$ cat config.mk
export PLATFORM = sky130hd
export DESIGN_NAME = mtime_multi
export DESIGN_NICKNAME = d
export VERILOG_FILES = /design/src/rtl/mtime_multi.sv
export SDC_FILE = /design/constraint.sdc
export NUM_CORES = 2
export LEC_CHECK = 0
export ABC_AREA = 0
export BUFFER_PORTS_ARGS = -buffer_cell sky130_fd_sc_hd__buf_4
export CELL_PAD_IN_SITES_DETAIL_PLACEMENT = 0
export CELL_PAD_IN_SITES_GLOBAL_PLACEMENT = 2
export CORE_MARGIN = 2
export CORE_UTILIZATION = 35
export CTS_BUF_LIST = sky130_fd_sc_hd__clkbuf_8
export CTS_CLUSTER_SIZE = 30
export DETAILED_ROUTE_END_ITERATION = 10
export PLACE_DENSITY_LB_ADDON = 0.3
export SLEW_MARGIN = 20
export SYNTH_ARGS = -nofsm -noshare
export SYNTH_HDL_FRONTEND = slang
export SYNTH_SLANG_ARGS = --single-unit
$ cat constraint.sdc
create_clock -name clk -period 3.8 [get_ports clk]
set_input_delay 0.76 -clock clk [delete_from_list [all_inputs] [get_ports clk]]
set_output_delay 0.76 -clock clk [all_outputs]
set_load 0.005 [all_outputs]
$ cat src/rtl/mtime_multi.sv
// 64-bit machine timer with NUM_CMP compare channels (level or periodic auto-reload) on a word-addressed bus.
// Reads are combinational, writes land on the next clk; the bus never stalls.
module mtime_multi #(
  parameter int  CLK_PERIOD = 10,
  parameter int  TICK_NS    = 1000,
  parameter int  NUM_CMP    = 4,
  localparam int ADDR_W     = $clog2(4 + 4*NUM_CMP)
) (
  input  logic               clk,
  input  logic               rst_n,
  input  logic               rd_en,
  input  logic               wr_en,
  input  logic [ADDR_W-1:0]  addr,
  input  logic [31:0]        wr_data,
  input  logic [3:0]         wr_strobe,
  output logic [31:0]        rd_data,
  output logic [63:0]        time_rd_data,
  output logic [NUM_CMP-1:0] irq,
  output logic               interrupt
);

  localparam int CYC = TICK_NS / CLK_PERIOD;
  localparam int PW  = (CYC > 1) ? $clog2(CYC) : 1;
  localparam logic [PW-1:0] PMAX = PW'(CYC - 1);

  logic [63:0]        mtime_q, mtime_d;
  logic [31:0]        shadow_q, shadow_d;
  logic [PW-1:0]      presc_q, presc_d;
  logic               en_q, en_d;
  logic               tick;
  logic [63:0]        cmp_q    [NUM_CMP];
  logic [63:0]        cmp_d    [NUM_CMP];
  logic [31:0]        period_q [NUM_CMP];
  logic [31:0]        period_d [NUM_CMP];
  logic [NUM_CMP-1:0] periodic_q, periodic_d, ie_q, ie_d, pend_q, pend_d;
  logic [NUM_CMP-1:0] hit, pend, w1c;

  function automatic logic [31:0] merge(input logic [31:0] old_v, input logic [31:0] new_v,
                                        input logic [3:0] strb);
    logic [31:0] r;
    r = old_v;
    for (int b = 0; b < 4; b++)
      if (strb[b]) r[8*b +: 8] = new_v[8*b +: 8];
    return r;
  endfunction

  for (genvar g = 0; g < NUM_CMP; g++) begin : g_hit
    assign hit[g] = (mtime_q >= cmp_q[g]);
  end

  // Periodic channels report the sticky flag; level channels report the live compare.
  assign pend         = (periodic_q & pend_q) | (~periodic_q & hit);
  assign irq          = ie_q & pend;
  assign interrupt    = |irq;
  assign time_rd_data = mtime_q;

  always_comb begin
    tick    = en_q && (presc_q == PMAX);
    presc_d = presc_q;
    if (en_q) presc_d = tick ? '0 : presc_q + PW'(1);
    mtime_d = tick ? mtime_q + 64'd1 : mtime_q;
    if (wr_en && addr == ADDR_W'(0))
      mtime_d = {mtime_q[63:32], merge(mtime_q[31:0], wr_data, wr_strobe)};
    if (wr_en && addr == ADDR_W'(1))
      mtime_d = {merge(mtime_q[63:32], wr_data, wr_strobe), mtime_q[31:0]};
    en_d     = (wr_en && addr == ADDR_W'(2) && wr_strobe[0]) ? wr_data[0] : en_q;
    shadow_d = (rd_en && addr == ADDR_W'(0)) ? mtime_q[63:32] : shadow_q;
    w1c      = (wr_en && addr == ADDR_W'(3) && wr_strobe[0]) ? wr_data[NUM_CMP-1:0] : '0;

    periodic_d = periodic_q;
    ie_d       = ie_q;
    pend_d     = pend_q;
    for (int i = 0; i < NUM_CMP; i++) begin
      cmp_d[i]    = cmp_q[i];
      period_d[i] = period_q[i];
      if (wr_en && addr == ADDR_W'(4 + 4*i))
        cmp_d[i] = {cmp_q[i][63:32], merge(cmp_q[i][31:0], wr_data, wr_strobe)};
      else if (wr_en && addr == ADDR_W'(5 + 4*i))
        cmp_d[i] = {merge(cmp_q[i][63:32], wr_data, wr_strobe), cmp_q[i][31:0]};
      else if (periodic_q[i] && hit[i])
        cmp_d[i] = cmp_q[i] + {32'd0, period_q[i]};
      if (wr_en && addr == ADDR_W'(6 + 4*i))
        period_d[i] = merge(period_q[i], wr_data, wr_strobe);
      if (w1c[i]) pend_d[i] = 1'b0;
      if (periodic_q[i] && hit[i]) pend_d[i] = 1'b1;
      // A mode switch starts the channel with a clean sticky flag.
      if (wr_en && addr == ADDR_W'(7 + 4*i) && wr_strobe[0]) begin
        periodic_d[i] = wr_data[0];
        ie_d[i]       = wr_data[1];
        if (wr_data[0] != periodic_q[i]) pend_d[i] = 1'b0;
      end
    end
  end

  always_comb begin
    rd_data = '0;
    if (rd_en) begin
      if (addr == ADDR_W'(0)) rd_data = mtime_q[31:0];
      if (addr == ADDR_W'(1)) rd_data = shadow_q;
      if (addr == ADDR_W'(2)) rd_data = {31'd0, en_q};
      if (addr == ADDR_W'(3)) rd_data = 32'(pend);
      for (int i = 0; i < NUM_CMP; i++) begin
        if (addr == ADDR_W'(4 + 4*i)) rd_data = cmp_q[i][31:0];
        if (addr == ADDR_W'(5 + 4*i)) rd_data = cmp_q[i][63:32];
        if (addr == ADDR_W'(6 + 4*i)) rd_data = period_q[i];
        if (addr == ADDR_W'(7 + 4*i)) rd_data = {30'd0, ie_q[i], periodic_q[i]};
      end
    end
  end

  always_ff @(posedge clk or negedge rst_n) begin
    if (!rst_n) begin
      mtime_q    <= '0;
      shadow_q   <= '0;
      presc_q    <= '0;
      en_q       <= 1'b1;
      periodic_q <= '0;
      ie_q       <= '0;
      pend_q     <= '0;
      for (int i = 0; i < NUM_CMP; i++) begin
        cmp_q[i]    <= '1;
        period_q[i] <= '0;
      end
    end else begin
      mtime_q    <= mtime_d;
      shadow_q   <= shadow_d;
      presc_q    <= presc_d;
      en_q       <= en_d;
      periodic_q <= periodic_d;
      ie_q       <= ie_d;
      pend_q     <= pend_d;
      for (int i = 0; i < NUM_CMP; i++) begin
        cmp_q[i]    <= cmp_d[i];
        period_q[i] <= period_d[i];
      end
    end
  end

endmodule

==> results.tsv <==
metric	value	unit
core-area	0.118	sq mm
min_period	4.72	ns
fin_ws	-0.925	ns
rsz0062_at_grt	true	
track_usage	39.3	%
drt_iter0_markers	6027	
die_w	350	um
fin_crit_sh	124	%
pwr-share-comb	54.6	%
synth-seq-cells	500	
leakagePower	0.0255	uW
cts_made_buffers	102	
slew_violations	0	
area_delta_synth_final	35.9	%
tns	-6.60	ns
synthArstFlopShare	100	%
cts-root-buf	clkbuf_8	
clock_skew	0.0571	ns
insertion_delay	0.82	ns
route.vias.total	48042	
fmax	212	MHz
synth_cell_types	99	
layout-drive-gt1-share	34.9	%
switching_share	43.7	%
n_fill_cell	11684	
intPower	17900	uW
dp.cells	7489	
cts.clk_slew.worst_paths	0.06	ns
syn_area_per_cell	8.27	sq um
violations	setup timing	
grt_pass1_wl	342	mm
drcViolationCount	0	
p_per_area	559	mW/mm^2
setup_viol	16	
dieArea	0.122	sq mm
critPathRequiredTime	3.04	ns
ys_seq_area_share	30.7	%
synthTopCellsByCount	a21oi_1 (483), nand2_1 (432), ha_1 (386), o21ai_0 (386), nor2_1 (362)	
crit_path_end_kind	primary output	
nets	6547	
status	finished with violations	
ys.flop_type	dfstp_2	
gp_congestion	1.06	
yosys.area.top_type	dfstp_2	
worstMarginPinSlew	0.947	ns
start_kind	register	
clock_sinks	500	
synth_top_area_share	16.1	%
crit_arrival	3.96	ns
seq_power_share	25.5	%
final_cells	7742	
synth_edf_count	0	
seq_area	0.0129	sq mm
yosysWarnings	0	
finalHoldViolCount	0	
drv_cap	0	
num_rows	126	
ioPinCount	146	
grt_pass1_vias	45430	
synth_area	0.0418	sq mm
ys_top_cells_by_area	dfstp_2 (16%), dfrtp_1 (15%), ha_1 (12%)	
syn_nets	5491	
p_clk_share	19.9	%
hold_class	in2reg	
multi_input_area	0.0287	sq mm
vdd_drop_max	296	uV
netlist_instances	5056	
cts_tree	built	
die_height	350	um
relSlewSlack	36.7	%
avgRoutedWirePerCell	31.9	um
dp_hpwl	192	mm
worst-setup-path-type	reg2out	
drtPass1Iterations	8	
cts_max_level	3	
grt_max_degree	71	
grt_remaining_overflow	0	
via_per_inst	6.21	
cts.path.max_buffers	3	
worst-path-max-fanout	2	
synth_most_common_cell	a21oi_1	
start_util	35.4	%
drt-total-wl	247	mm
ant_nets	0	
antenna_found_initial	13	
port-buffer-count	145	
place_ws	-0.691	ns
p_switching	13900	uW
-- area by class of cell --
| type | instances | area share, % |
|---|---|---|
| Multi-Input combinational cell | 3955 | 50.4 |
| Tap cell | 1536 | 3.38 |
| Clock buffer | 130 | 3.15 |
| Timing Repair Buffer | 1224 | 17.5 |
| Inverter | 329 | 2.17 |
| Clock inverter | 63 | 0.707 |
| Antenna cell | 5 | 0.0220 |
| Sequential cell | 500 | 22.6 |
-- state kept, by name (all words and copies together) (netlist names), 4 cells and up --
signal,flops
ie_q,4
cmp_q,256
time_rd_data,64
period_q,128
shadow_q,32
pend_q,4
periodic_q,4
presc_q,7
-- path summary, 6_finish.rpt --
path | slack (ns) | depth (start not counted) | start | end
worst max-delay path | -0.92 | 14 | cmp_q[217] | interrupt
worst min-delay path | 0.40 | 3 | wr_strobe[2] | cmp_q[241]
worst max register to register | 0.03 | 16 | cmp_q[128] | cmp_q[176]
worst min register to register | 0.51 | 2 | cmp_q[71] | cmp_q[71]
max in group asynchronous | 2.12 | 3 | rst_n | cmp_q[216]
min in group asynchronous | 0.58 | 2 | rst_n | period_q[9]
-- cells by family (layout without fill, tap and decap cells) --
group                    Yosys count  after routing  synth area share [%]
adder cells (fa/ha/maj)          390            390                  11.7
XOR/XNOR                         107            107                  2.24
other                              0              5                     0
AND/OR/NAND/NOR                 1439           1439                  16.4
AO/OA/AOI/OAI                   1843           1843                  28.9
multiplexers                     176            176                  4.68
buffers and inverters            601           1746                  5.43
flip-flops                       500            500                  30.7
-- worst max-delay path: stages (launching register included) --
cell and delay, ns:
dfstp_2 0.53, inv_1 0.06, ha_1 0.20, buf_4 0.13
nor3_1 0.21, a22oi_1 0.12, a21oi_2 0.27, a2111oi_4 0.05
buf_4 0.15, o31ai_2 0.22, nand2b_1 0.16, mux2i_2 0.27
nor2_2 0.08, or4_4 0.56, buf_6 0.15
-- stage by stage --
| step | power [uW] | utilization, % | cell area [sq um] | hold slack, ns |
|---|---|---|---|---|
| floorplan | 16800 | - | 41800 | 0.450 |
| global placement | 24100 | 44.1 | 52200 | 0.485 |
| detailed placement | 24100 | 44.1 | 52200 | 0.493 |
| CTS | 30900 | 47.1 | 55700 | 0.341 |
| global route | 33500 | 48.1 | 56800 | 0.400 |
| finish | 31800 | 48.1 | 56800 | 0.398 |
-- power by group through the flow --
stage | Sequential, uW | Clock (uW) | Combinational (uW)
floorplan | 8050 | 0 | 8740
global placement | 8070 | 0 | 16000
detailed placement | 8110 | 0 | 16000
CTS | 8050 | 6370 | 16500
global route | 8240 | 6600 | 18600
finish | 8110 | 6320 | 17300
-- routing by layer --
| metal | part of all wire (%) | up-vias | global-route usage, % | routed length (um) |
|---|---|---|---|---|
| li1 | - | 21246 | - | - |
| met1 | 42 | 23611 | 53.8 | 103000 |
| met2 | 41 | 2673 | 56.4 | 101000 |
| met3 | 11 | 500 | 9.37 | 27000 |
| met4 | 6.7 | 12 | 22.0 | 16500 |
| met5 | 0.032 | - | 0 | 80 |
-- timing repair --
| item | 4_1_cts | 5_1_grt |
|---|---|---|
| pin swaps | 72 | 91 |
| hold buffers | 1 | 0 |
| gates resized for setup | 240 | 167 |
| endpoints found under the setup margin | 114 | 96 |
| buffers inserted | 28 | 33 |
| hold endpoints to repair | 4 | 0 |
-- cells in the final DEF, fill, tap and decap left out, types with 156 or more instances in the layout --
| cell | instances |
|---|---|
| dfstp_2 | 257 |
| buf_4 | 1130 |
| nor2_1 | 340 |
| inv_1 | 334 |
| nand2_1 | 418 |
| nand3_1 | 164 |
| mux2_2 | 156 |
| dfrtp_1 | 215 |
| o21ai_0 | 358 |
| a21oi_1 | 453 |
| ha_1 | 332 |
Power figures use the tool's default switching activity.
